**src/rtl/efuse_load_ctrl.sv**
```systemverilog
// Efuse-to-register load sequencer: reads words over a req/ack handshake into a shadow buffer,
// then commits them to the register bank in one cycle. Define EFUSE_LOAD_PARITY_EN to read and check a trailing XOR parity word.
module efuse_load_ctrl #(
  parameter int unsigned   DW          = 8,
  parameter int unsigned   AW          = 8,
  parameter int unsigned   WORD_NUM    = 4,
  parameter logic [AW-1:0] BASE_ADDR   = '0,
  parameter int unsigned   TIMEOUT_CYC = 255
) (
  input  logic                   i_clk,
  input  logic                   i_rst_n,
  input  logic                   i_load_start,
  output logic                   o_efuse_req,
  output logic [AW-1:0]          o_efuse_addr,
  input  logic                   i_efuse_ack,
  input  logic [DW-1:0]          i_efuse_rdata,
  output logic                   o_efuse_ctrl_reg_en,
  output logic [WORD_NUM*DW-1:0] o_lgc_wen,
  output logic [WORD_NUM*DW-1:0] o_lgc_wdata,
  output logic                   o_busy,
  output logic                   o_done,
  output logic                   o_err
);

`ifdef EFUSE_LOAD_PARITY_EN
  localparam int unsigned RD_NUM = WORD_NUM + 1;
`else
  localparam int unsigned RD_NUM = WORD_NUM;
`endif
  localparam int unsigned IW = (RD_NUM > 1) ? $clog2(RD_NUM) : 1;
  localparam int unsigned TW = $clog2(TIMEOUT_CYC + 1);
  localparam logic [IW-1:0] LAST_IDX = IW'(RD_NUM - 1);
  localparam logic [TW-1:0] TO_LAST  = TW'(TIMEOUT_CYC - 1);

  typedef enum logic [1:0] {S_IDLE, S_REQ, S_GAP, S_COMMIT} state_e;

  state_e                 state_q, state_d;
  logic [IW-1:0]          idx_q;
  logic [TW-1:0]          tcnt_q;
  logic [WORD_NUM*DW-1:0] shadow_q;
  logic                   done_q, err_q;
  logic                   ack_ok, last_word, check_ok;

  assign ack_ok    = (state_q == S_REQ) && i_efuse_ack;
  assign last_word = (idx_q == LAST_IDX);

`ifdef EFUSE_LOAD_PARITY_EN
  logic [DW-1:0] parity_q, xor_w;

  always_ff @(posedge i_clk or negedge i_rst_n) begin
    if (!i_rst_n)                   parity_q <= '0;
    else if (ack_ok && last_word)   parity_q <= i_efuse_rdata;
  end

  // Parity word XOR all data words is zero exactly when the stored parity matches.
  always_comb begin
    xor_w = parity_q;
    for (int k = 0; k < WORD_NUM; k++) xor_w ^= shadow_q[k*DW +: DW];
  end
  assign check_ok = (xor_w == '0);
`else
  assign check_ok = 1'b1;
`endif

  // NOTE: sequential state uses non-blocking assignments so every flop samples pre-edge values.
  always_ff @(posedge i_clk or negedge i_rst_n) begin
    if (!i_rst_n) state_q <= S_IDLE;
    else          state_q <= state_d;
  end

  // NOTE: every combinational output gets a default first, so no path can infer a latch.
  always_comb begin
    state_d = state_q;
    case (state_q)
      S_IDLE:   if (i_load_start) state_d = S_REQ;
      S_REQ: begin
        if (i_efuse_ack)             state_d = S_GAP;
        else if (tcnt_q == TO_LAST)  state_d = S_IDLE;
      end
      S_GAP: begin
        if (!last_word)    state_d = S_REQ;
        else if (check_ok) state_d = S_COMMIT;
        else               state_d = S_IDLE;
      end
      S_COMMIT: state_d = S_IDLE;
      default:  state_d = S_IDLE;
    endcase
  end

  always_comb begin
    o_efuse_req         = 1'b0;
    o_efuse_addr        = '0;
    o_efuse_ctrl_reg_en = 1'b0;
    o_lgc_wen           = '0;
    o_busy              = (state_q != S_IDLE);
    case (state_q)
      S_REQ: begin
        o_efuse_req  = 1'b1;
        o_efuse_addr = BASE_ADDR + AW'(idx_q);
      end
      S_COMMIT: begin
        o_efuse_ctrl_reg_en = 1'b1;
        o_lgc_wen           = '1;
      end
      default: ;
    endcase
  end

  // Sequencing registers: word index, per-REQ timeout counter and the sticky status flags.
  always_ff @(posedge i_clk or negedge i_rst_n) begin
    if (!i_rst_n) begin
      idx_q  <= '0;
      tcnt_q <= '0;
      done_q <= 1'b0;
      err_q  <= 1'b0;
    end else begin
      case (state_q)
        S_IDLE: if (i_load_start) begin
          idx_q  <= '0;
          tcnt_q <= '0;
          done_q <= 1'b0;
          err_q  <= 1'b0;
        end
        S_REQ: if (!i_efuse_ack) begin
          if (tcnt_q == TO_LAST) err_q  <= 1'b1;
          else                   tcnt_q <= tcnt_q + 1'b1;
        end
        S_GAP: begin
          tcnt_q <= '0;
          if (!last_word)     idx_q <= idx_q + 1'b1;
          else if (!check_ok) err_q <= 1'b1;
        end
        S_COMMIT: done_q <= 1'b1;
        default: ;
      endcase
    end
  end

  // NOTE: the shadow buffer is a plain register array with reset, since a reset mid-load must clear it.
  always_ff @(posedge i_clk or negedge i_rst_n) begin
    if (!i_rst_n) begin
      shadow_q <= '0;
    end else begin
      for (int k = 0; k < WORD_NUM; k++) begin
        if (ack_ok && (idx_q == IW'(k))) shadow_q[k*DW +: DW] <= i_efuse_rdata;
      end
    end
  end

  assign o_lgc_wdata = shadow_q;
  assign o_done      = done_q;
  assign o_err       = err_q;

endmodule

```
**config.mk**
```make
export PLATFORM = sky130hd
export DESIGN_NAME = efuse_load_ctrl
export DESIGN_NICKNAME = d
export VERILOG_FILES = /design/src/rtl/efuse_load_ctrl.sv
export SDC_FILE = /design/constraint.sdc
export NUM_CORES = 1
export LEC_CHECK = 0
export BUFFER_PORTS_ARGS = -buffer_cell sky130_fd_sc_hd__buf_2
export CAP_MARGIN = 20
export CORE_MARGIN = 3
export CORE_UTILIZATION = 35
export DETAILED_ROUTE_END_ITERATION = 6
export PLACE_DENSITY = 0.59
export SLEW_MARGIN = 0
export SYNTH_ARGS = -nofsm -noshare
export SYNTH_HDL_FRONTEND = slang
export SYNTH_SLANG_ARGS = --single-unit
```
**constraint.sdc**
```tcl
create_clock -name i_clk -period 3.4 [get_ports i_clk]
set_input_delay 0.51 -clock i_clk [delete_from_list [all_inputs] [get_ports i_clk]]
set_output_delay 0.51 -clock i_clk [all_outputs]
set_load 0.01 [all_outputs]
```
==> metrics <==
Tmin final 2.227 ns; Top delay family on crit path simple AND/OR/NAND/NOR gates; Post-synth EDFFs 0; Syn Area/Cell 12.11 um^2; clock buffer count from CTS 5; hold buffer count at CTS 0; setup TNS 0 ns; status completed; Leak Pwr 1.467 nW; synthesis-to-layout area growth 13.69%; GP Congestion 0.8238; initial antenna violation count 0; diode count 0; DIE HEIGHT 88.57 um; dominant cell type by area after synthesis dfrtp_1; RSZ-0062 raised after global routing no; Yosys Warn Count 0; CTS tree done; Crit. End Element output pin; total gr overflow 0; WP buf/inv 1; total track usage between 10% and 20%; Async SR Flop Fraction between 90% and 100%; worst setup margin 1.173 ns; Remaining DRCs 0; share of cells above drive strength 1 between 50% and 60%; most frequent cell after synthesis dfrtp_1; area share of the largest cell type after synthesis 48.24%; via count about 1600; count of final hold-check violations 0; Placed Area approximately 2600 um^2; initial core utilization between 30% and 40%; Worst VDD drop 423.4 uV; Post-Route WL 4387 um; Synth area leaders dfrtp_1 (48%), buf_4 (12%), mux2_2 (12%); row cnt 29; startpoint types flip-flop; period utilization 65.51%; final design instance area without fill 2713 um^2; mapped cell area 2386 um^2; largest net degree at the start of global routing 47; final setup fails 0; WP data required 2.89 ns; Clock Sinks 46; Max stage delay cell, worst path and2_1; first-pass GRT wire length 6858 um; Power Total 2.354 mW; Max Cap Violations 0; Clock Pin Slew Worst Setup and Hold Paths around 0.09 ns; die area 7844 um^2; pre-CTS WS 1.460 ns; crit path max fanout 33; Slew @ Worst Pin about 0.67 ns; register area share after synthesis about half; Iteration-0 DRC Markers 83; core box area 6495 um^2; WL/cell approximately 13 um; worst skew pair latency 0.29 ns; Power Density 867.8 nW/um^2; Gate Count Post-Synth just under 200; Final #Nets 268; Yosys cell types 35; chip width 88.57 um; Final Max Tran Viols 0; Critical Path AT 1.72 ns; skew final 0.007601 ns; worst-path cell chain and2_1, buf_2; Initial DRT Pass Iterations 4; number of global-route vias before repair about 1400; H-Tree Depth 2; Port Buf Inserts 82; Max clock buf depth 2; top cells by count, synth dfrtp_1 (46), buf_4 (39), mux2_2 (25), nor2_1 (10); Fmax about 0.45 GHz; Via density 4.753; CTS root buffer clkbuf_8; Worst path max stage delay 0.62 ns; Setup CP Type reg -> out; # resized after CTS 0; Slew HR 55.12%; Post-synth top flop dfrtp_1; setup bufs post-CTS 0; #FFs+latches synth 46; Final HPWL DP 3227 um; Worst Hold Class in -> async; I/O pins 89; remaining antenna violation count 0
==> per-layer routing <==
metal / up-vias / track usage (%) / share of wire, %
met4: 0 / 3.434 / 1.2
met2: 66 / 17.68 / 47
li1: 735 / - / -
met1: 751 / 15.05 / 45
met3: 7 / 2.886 / 6.5
met5: - / 0 / 0
==> cell type report <==
type                    instances  area (um^2)
clock buffers                   6        72.57
clock inverters                 2        37.54
fillers                       617         3782
inverters                       6        22.52
multi-input cells             108        902.1
flip-flops and latches         46         1151
well taps                      77        96.34
repair buffers                 83        430.4
==> registers in the layout (all words and copies together) (netlist names) <==
register     cells
o_lgc_wdata     32
tcnt_q           8
idx_q            2
state_q          2
o_done           1
o_err            1
==> placed cells by master (no fill, tap or decap), types with 4 or more instances in the layout <==
| master | n |
|---|---|
| a21oi_1 | 5 |
| a22o_1 | 4 |
| buf_2 | 82 |
| clkbuf_8 | 5 |
| conb_1 | 6 |
| dfrtp_1 | 46 |
| ha_1 | 6 |
| inv_1 | 6 |
| mux2_2 | 25 |
| mux2_4 | 8 |
| nand2_1 | 7 |
| nor2_1 | 10 |
| o21ai_0 | 8 |
==> worst reg2reg max path, cell delays in order (launching register included) <==
cell and delay, ns:
dfrtp_1 0.50, and2b_1 0.58, nand3_2 0.33, mux2_2 0.36
==> logic make-up (layout without fill, tap and decap cells) <==
| family | after synthesis | after routing | share of synthesized area, % |
|---|---|---|---|
| AO/OA/AOI/OAI | 25 | 25 | 6.922 |
| buffers and inverters | 48 | 97 | 14.73 |
| adder cells (fa/ha/maj) | 6 | 6 | 3.146 |
| multiplexers | 35 | 35 | 17.67 |
| other | 1 | 6 | 0.1572 |
| AND/OR/NAND/NOR | 36 | 36 | 9.126 |
| flip-flops | 46 | 46 | 48.24 |
==> worst paths after layout <==
check | startpoint | end | slack [ns] | cells after the start
min in group i_clk | i_efuse_rdata[5] | o_lgc_wdata[21]$_DFFE_PN0P_ | 0.48 | 2
max in group asynchronous | i_rst_n | tcnt_q[2]$_DFFE_PN0P_ | 2.87 | 2
max reg2reg | state_q[1]$_DFFE_PN0P_ | o_lgc_wdata[30]$_DFFE_PN0P_ | 1.52 | 3
min reg2reg | o_lgc_wdata[12]$_DFFE_PN0P_ | o_lgc_wdata[12]$_DFFE_PN0P_ | 0.51 | 1
min | i_rst_n | o_lgc_wdata[25]$_DFFE_PN0P_ | 0.06 | 1
max | state_q[1]$_DFFE_PN0P_ | o_lgc_wen[17] | 1.17 | 2
==> power breakdown <==
| part | internal (mW) | leakage [nW] | switching [mW] | total [mW] |
|---|---|---|---|---|
| sequential | 0.778 | 0.595 | 0.161 | 0.939 |
| combinational | 0.510 | 0.821 | 0.507 | 1.02 |
| clock | 0.219 | 0.0514 | 0.179 | 0.399 |
| total | 1.51 | 1.47 | 0.847 | 2.35 |
==> metrics by stage <==
stage	hold slack [ns]	utilization, %	cells
finish	0.05944	41.76	328
global route	0.05613	41.76	328
CTS	0.4201	41.46	327
detailed placement	0.4908	39.76	319
global placement	0.4847	39.76	319
floorplan	0.2144	-	202
Power figures use the tool's default switching activity.
